**src/rtl/vr_serial_if.sv**
```systemverilog
// Handshake bundle for vr_serial: LLR input, check-message input, extrinsic output.
// The slave modport is the processor's view; master is the surrounding fabric.
interface vr_serial_if #(
  parameter int DATA_WIDTH = 16
);
  logic                         llr_valid;
  logic                         llr_ready;
  logic signed [DATA_WIDTH-1:0] llr;
  logic                         in_valid;
  logic                         in_ready;
  logic signed [DATA_WIDTH-1:0] ch_msg;
  logic                         out_valid;
  logic                         out_ready;
  logic signed [DATA_WIDTH-1:0] vr_msg;
  logic                         out_last;

  modport master (
    output llr_valid, llr, in_valid, ch_msg, out_ready,
    input  llr_ready, in_ready, out_valid, vr_msg, out_last
  );

  modport slave (
    input  llr_valid, llr, in_valid, ch_msg, out_ready,
    output llr_ready, in_ready, out_valid, vr_msg, out_last
  );
endinterface

```
**src/rtl/vr_serial.sv**
```systemverilog
// Serial LDPC variable-node processor: LLR plus DEG check messages in, DEG extrinsic messages out.
// Output reduction wraps by default; define VR_SAT_EN to saturate vr_msg and belief instead.
module vr_serial #(
  parameter int INT        = 8,
  parameter int FRAC       = 8,
  parameter int DATA_WIDTH = 16,
  parameter int DEG        = 3
) (
  input  logic                         clk,
  input  logic                         rst,
  vr_serial_if.slave                   bus,
  output logic signed [DATA_WIDTH-1:0] belief,
  output logic                         belief_valid,
  output logic                         hard_bit,
  output logic                         busy
);
  localparam int ACC_W = DATA_WIDTH + $clog2(DEG + 1);
  localparam int CW    = $clog2(DEG);
  localparam logic [CW-1:0] LAST = CW'(DEG - 1);

  if (DATA_WIDTH != INT + FRAC || DEG < 2) begin : g_param_chk
    $error("vr_serial: DATA_WIDTH must equal INT+FRAC and DEG must be >= 2");
  end

  typedef enum logic [1:0] {IDLE, ACCUM, EMIT} state_t;

  state_t                        state, state_nxt;
  logic signed [ACC_W-1:0]       acc;
  logic signed [DATA_WIDTH-1:0]  msg_buf [DEG];
  logic [CW-1:0]                 cnt, idx, idx_inc;
  logic signed [DATA_WIDTH-1:0]  vr_msg_q;
  logic                          out_last_q;
  logic                          llr_acc, msg_acc, out_acc;
  logic signed [ACC_W-1:0]       acc_sum;
  logic signed [DATA_WIDTH-1:0]  belief_nxt, first_ext, next_ext;

  function automatic logic signed [DATA_WIDTH-1:0] reduce(input logic signed [ACC_W-1:0] v);
`ifdef VR_SAT_EN
    // In range only when every bit above the output sign bit matches the full-width sign
    if (v[ACC_W-1:DATA_WIDTH-1] == {(ACC_W-DATA_WIDTH+1){v[ACC_W-1]}})
      return v[DATA_WIDTH-1:0];
    else if (v[ACC_W-1])
      return {1'b1, {(DATA_WIDTH-1){1'b0}}};
    else
      return {1'b0, {(DATA_WIDTH-1){1'b1}}};
`else
    return v[DATA_WIDTH-1:0];
`endif
  endfunction

  always_comb begin
    state_nxt     = state;
    bus.llr_ready = 1'b0;
    bus.in_ready  = 1'b0;
    bus.out_valid = 1'b0;
    busy          = (state != IDLE);
    case (state)
      IDLE: begin
        bus.llr_ready = !rst;
        if (bus.llr_valid && !rst) state_nxt = ACCUM;
      end
      ACCUM: begin
        bus.in_ready = !rst;
        if (bus.in_valid && cnt == LAST) state_nxt = EMIT;
      end
      EMIT: begin
        bus.out_valid = 1'b1;
        if (bus.out_ready && out_last_q) state_nxt = IDLE;
      end
      default: state_nxt = IDLE;
    endcase
  end

  assign llr_acc = bus.llr_valid && bus.llr_ready;
  assign msg_acc = bus.in_valid && bus.in_ready;
  assign out_acc = bus.out_valid && bus.out_ready;

  // Extrinsic = llr + other DEG-1 messages, so it always fits in ACC_W exactly
  assign acc_sum    = acc + ACC_W'(bus.ch_msg);
  assign idx_inc    = idx + CW'(1);
  assign belief_nxt = reduce(acc_sum);
  assign first_ext  = reduce(acc_sum - ACC_W'(msg_buf[0]));
  assign next_ext   = reduce(acc - ACC_W'(msg_buf[idx_inc]));

  assign bus.vr_msg   = vr_msg_q;
  assign bus.out_last = out_last_q;

  always_ff @(posedge clk) begin
    if (rst) state <= IDLE;
    else     state <= state_nxt;
  end

  always_ff @(posedge clk) begin
    if (rst) begin
      acc          <= '0;
      cnt          <= '0;
      idx          <= '0;
      vr_msg_q     <= '0;
      out_last_q   <= 1'b0;
      belief       <= '0;
      belief_valid <= 1'b0;
      hard_bit     <= 1'b0;
      for (int i = 0; i < DEG; i++) msg_buf[i] <= '0;
    end else begin
      belief_valid <= 1'b0;
      if (llr_acc) begin
        acc <= ACC_W'(bus.llr);
        cnt <= '0;
      end
      if (msg_acc) begin
        msg_buf[cnt] <= bus.ch_msg;
        acc          <= acc_sum;
        cnt          <= cnt + CW'(1);
        if (cnt == LAST) begin
          belief       <= belief_nxt;
          hard_bit     <= belief_nxt[DATA_WIDTH-1];
          belief_valid <= 1'b1;
          idx          <= '0;
          vr_msg_q     <= first_ext;
          out_last_q   <= 1'b0;
        end
      end
      if (out_acc) begin
        if (out_last_q) begin
          vr_msg_q   <= '0;
          out_last_q <= 1'b0;
        end else begin
          idx        <= idx_inc;
          vr_msg_q   <= next_ext;
          out_last_q <= (idx_inc == LAST);
        end
      end
    end
  end
endmodule

```
**src/flat_wrapper.sv**
```systemverilog
// flat-port wrapper written by rule: the top's interface ports become plain ports
module vr_serial_flat 
#(
  parameter int INT        = 8,
  parameter int FRAC       = 8,
  parameter int DATA_WIDTH = 16,
  parameter int DEG        = 3
)
  (clk, rst, belief, belief_valid, hard_bit, busy, bus_llr_valid, bus_llr, bus_in_valid, bus_ch_msg, bus_out_ready, bus_llr_ready, bus_in_ready, bus_out_valid, bus_vr_msg, bus_out_last);
  vr_serial_if #(.DATA_WIDTH(DATA_WIDTH)) bus_i ();
  input  logic clk;
  input  logic rst;
  output logic signed [DATA_WIDTH-1:0] belief;
  output logic belief_valid;
  output logic hard_bit;
  output logic busy;
  input wire logic [$bits(bus_i.llr_valid)-1:0] bus_llr_valid;
  input wire logic [$bits(bus_i.llr)-1:0] bus_llr;
  input wire logic [$bits(bus_i.in_valid)-1:0] bus_in_valid;
  input wire logic [$bits(bus_i.ch_msg)-1:0] bus_ch_msg;
  input wire logic [$bits(bus_i.out_ready)-1:0] bus_out_ready;
  output wire logic [$bits(bus_i.llr_ready)-1:0] bus_llr_ready;
  output wire logic [$bits(bus_i.in_ready)-1:0] bus_in_ready;
  output wire logic [$bits(bus_i.out_valid)-1:0] bus_out_valid;
  output wire logic [$bits(bus_i.vr_msg)-1:0] bus_vr_msg;
  output wire logic [$bits(bus_i.out_last)-1:0] bus_out_last;
  assign bus_i.llr_valid = bus_llr_valid;
  assign bus_i.llr = bus_llr;
  assign bus_i.in_valid = bus_in_valid;
  assign bus_i.ch_msg = bus_ch_msg;
  assign bus_i.out_ready = bus_out_ready;
  assign bus_llr_ready = bus_i.llr_ready;
  assign bus_in_ready = bus_i.in_ready;
  assign bus_out_valid = bus_i.out_valid;
  assign bus_vr_msg = bus_i.vr_msg;
  assign bus_out_last = bus_i.out_last;
  vr_serial #(.INT(INT), .FRAC(FRAC), .DATA_WIDTH(DATA_WIDTH), .DEG(DEG)) u_core (.clk(clk), .rst(rst), .bus(bus_i), .belief(belief), .belief_valid(belief_valid), .hard_bit(hard_bit), .busy(busy));
endmodule
```
**config.mk**
```make
export PLATFORM = sky130hd
export DESIGN_NAME = vr_serial_flat
export DESIGN_NICKNAME = d
export VERILOG_FILES = /design/src/rtl/vr_serial_if.sv /design/src/rtl/vr_serial.sv /design/src/flat_wrapper.sv
export SDC_FILE = /design/constraint.sdc
export NUM_CORES = 1
export LEC_CHECK = 0
export ABC_AREA = 1
export BUFFER_PORTS_ARGS = -buffer_cell sky130_fd_sc_hd__buf_2
export CORE_MARGIN = 2
export CORE_UTILIZATION = 35
export DETAILED_ROUTE_END_ITERATION = 12
export PLACE_DENSITY_LB_ADDON = 0.1
export SLEW_MARGIN = 10
export SYNTH_ARGS = -nofsm -noshare
export SYNTH_HDL_FRONTEND = slang
export SYNTH_SLANG_ARGS = --single-unit
```
**constraint.sdc**
```tcl
create_clock -name clk -period 8.6 [get_ports clk]
set_input_delay 1.72 -clock clk [delete_from_list [all_inputs] [get_ports clk]]
set_output_delay 1.72 -clock clk [all_outputs]
set_load 0.005 [all_outputs]
```
==> qor.txt <==
Outcome: finished clean
Async S/R FF share, synth: 0
Hold Vio Cnt, Final: 0
Critical Path RT: 6.88 ns
Core footprint: 21020 sq um
Most common cell after layout, fill and taps aside: nand2_1
Syn Inst Count: 957
Most frequent cells in the layout: 188 x nand2_1, 120 x inv_1, 114 x nor2_1
Crit share post-route: 0.5419
Yosys reg bits: 120
Slew headroom: 0.2661
Nets: 1117
Slew @ Worst Pin: 1.100 ns
Final WL: 24.65 mm
GRT overflow: 0
Avg Cell Area, Syn: 7.845 sq um
Gr usage total: 0.2265
Antenna violations before repair: 0
Mapped Nets: 1047
Period minus WS final: 4.660 ns
P_leak: 0.004163 uW
Row cnt: 53
CTS tree: done
Unrepaired setup endpoints after global routing: false
Vias: 6517
I/O Pins: 76
Setup CP Type: in -> out
PortBufs: 75
Synth Flop Type: edfxtp_1
Detailed placement HPWL: 18.49 mm
MaxCap Viol Count: 0
Critical path fanouts, max: 27
GP Congestion: 0.9113
Mapped Area: 7507 sq um
Clk pin slew, worst setup/hold paths: 0.06 ns
VDD IR max: 0.1206 mV
Register area share after synthesis: 0.4053
DRT Pass-1 Iters: 5
Die height: 150.5 um
CP startpoint kind: input port
Sum Neg Setup Slack: 0 ns
Vias in the first global route: 6230
CTS Sinks: 120
Share of cells above drive strength 1: 0.1482
Max Root-Sink Buffers: 2
Die outline area: 22640 sq um
Number of buffers created by CTS: 17
Min Hold Slack: 0.4526 ns
Wire per inst: 18.76 um
Synth warn: 0
EDFF count, synth: 64
Critical Path AT: 2.94 ns
H-Tree Depth: 4
Crit end category: output pin
Placed Cells incl. Taps: 1283
CTS Root Cell: clkbuf_16
Post-CTS Resized: 0
Distinct cells, synth: 53
Setup violators final: 0
Area grow syn2layout: 15.83%
Skew final: 0.008556 ns
Final instance count without filler cells: 1314
Initial Utilization: 0.3571
F_max: 214.6 MHz
First-pass GRT wire length: 37.11 mm
Finished Cell Area: 8696 sq um
Max Slew Vio Count: 0
Cts hold-fix bufs: 0
DRC violations left: 0
Clk Latency, worst-skew pair: 0.42 ns
Worst setup margin: 3.940 ns
Largest net degree at the start of global routing: 50
Post-CTS Setup Repair Bufs: 0
Worst Hold Class: reg -> reg
Pre-CTS setup slack: 3.721 ns
Power Density: 219.1 nW/um^2
Initial drt markers: 510
Placement Cell Area: 8088 sq um
Antenna viol nets, final: 0
Vias per std cell: 4.960
Diodes inserted: 0
Chip Width: 150.5 um
[kinds of logic (layout without fill, tap and decap cells)]
kind of cell               count (synthesis)  count (layout)  share of synthesized area
AOI/OAI and AO/OA                        216             216                     0.1643
xor gates and xnor gates                  17              17                    0.02083
adders and majority gates                 53              53                    0.09133
buffers and inverters                    159             241                    0.08833
DFF                                      120             120                     0.4053
muxes                                      2               2                   0.002667
and+or+nand+nor                          390             390                     0.2272
[layout make-up]
class / instances / area [sq um]
repair buffers: 79 / 405.4
fillers: 2208 / 12330
well taps: 275 / 344.1
inverters: 131 / 494.2
clock buffers: 18 / 429.2
multi-input cells: 678 / 3801
flip-flops and latches: 120 / 3043
clock inverters: 13 / 178.9
[metal layers]
layer  track usage  routed length [um]  part of all wire
met1        0.3134               11870              0.48
met3       0.04152                1232             0.050
met2        0.3573               10940              0.44
met5             0                   0                 0
met4       0.07358                 610             0.025
[registers in the layout, indices dropped and copies added, names as in the netlist]
name and flops:
u_core.msg_buf 64, u_core.acc 16, u_core.bus.vr_msg 16, u_core.belief 15, u_core.cnt 2, u_core.idx 2
u_core.state 2, u_core.belief_valid 1, u_core.bus.out_last 1, u_core.hard_bit 1
[worst max-delay path: stages]
cell	delay, ns
buf_2	0.41
inv_2	0.40
nand2_2	0.22
inv_2	0.07
buf_2	0.12
[cell usage after synthesis, types with 3 or more instances]
cell type / number / area, sq um
o221ai_1: 3 / 26.28
nand2_1: 188 / 705.7
buf_4: 7 / 52.55
xnor2_1: 4 / 35.03
nand3b_1: 5 / 37.54
nand3_1: 42 / 210.2
nand4_1: 5 / 31.28
o21bai_1: 12 / 90.09
a31oi_1: 10 / 62.56
o21ai_0: 66 / 330.3
nand2_2: 8 / 50.05
xor2_1: 12 / 105.1
o21ai_1: 23 / 115.1
a21oi_1: 72 / 360.4
a21oi_2: 7 / 61.31
a21o_1: 8 / 60.06
edfxtp_1: 64 / 1922
ha_1: 50 / 625.6
buf_2: 9 / 45.04
nor2_1: 114 / 427.9
dfxtp_1: 56 / 1121
inv_1: 120 / 450.4
fa_1: 3 / 60.06
nor3_1: 8 / 40.04
inv_2: 10 / 37.54
nor2_4: 5 / 56.30
clkbuf_1: 8 / 30.03
nand3_2: 4 / 40.04
[through the flow]
step,total power (uW),utilization
after floorplan,1014,-
after global placement,1161,0.3847
after detailed placement,1158,0.3847
after CTS,1916,0.4137
after global routing,2011,0.4137
final,1905,0.4137
[final timing paths]
path | endpoint | cells past startpoint | from | slack [ns]
setup / recovery | bus_in_ready | 5 | rst | 3.94
hold / removal | u_core.belief[14] | 2 | u_core.belief[14] | 0.45
setup reg to reg | u_core.bus.vr_msg[13] | 17 | u_core.idx[1] | 4.70
hold reg to reg | u_core.belief[14] | 2 | u_core.belief[14] | 0.45
[report_power, final]
part / total (uW) / internal (uW) / switching (uW)
Sequential: 644 / 627 / 17.2
Combinational: 505 / 168 / 336
Clock: 756 / 481 / 275
Total: 1910 / 1280 / 628
No activity file was read; power rests on OpenSTA's default activity.
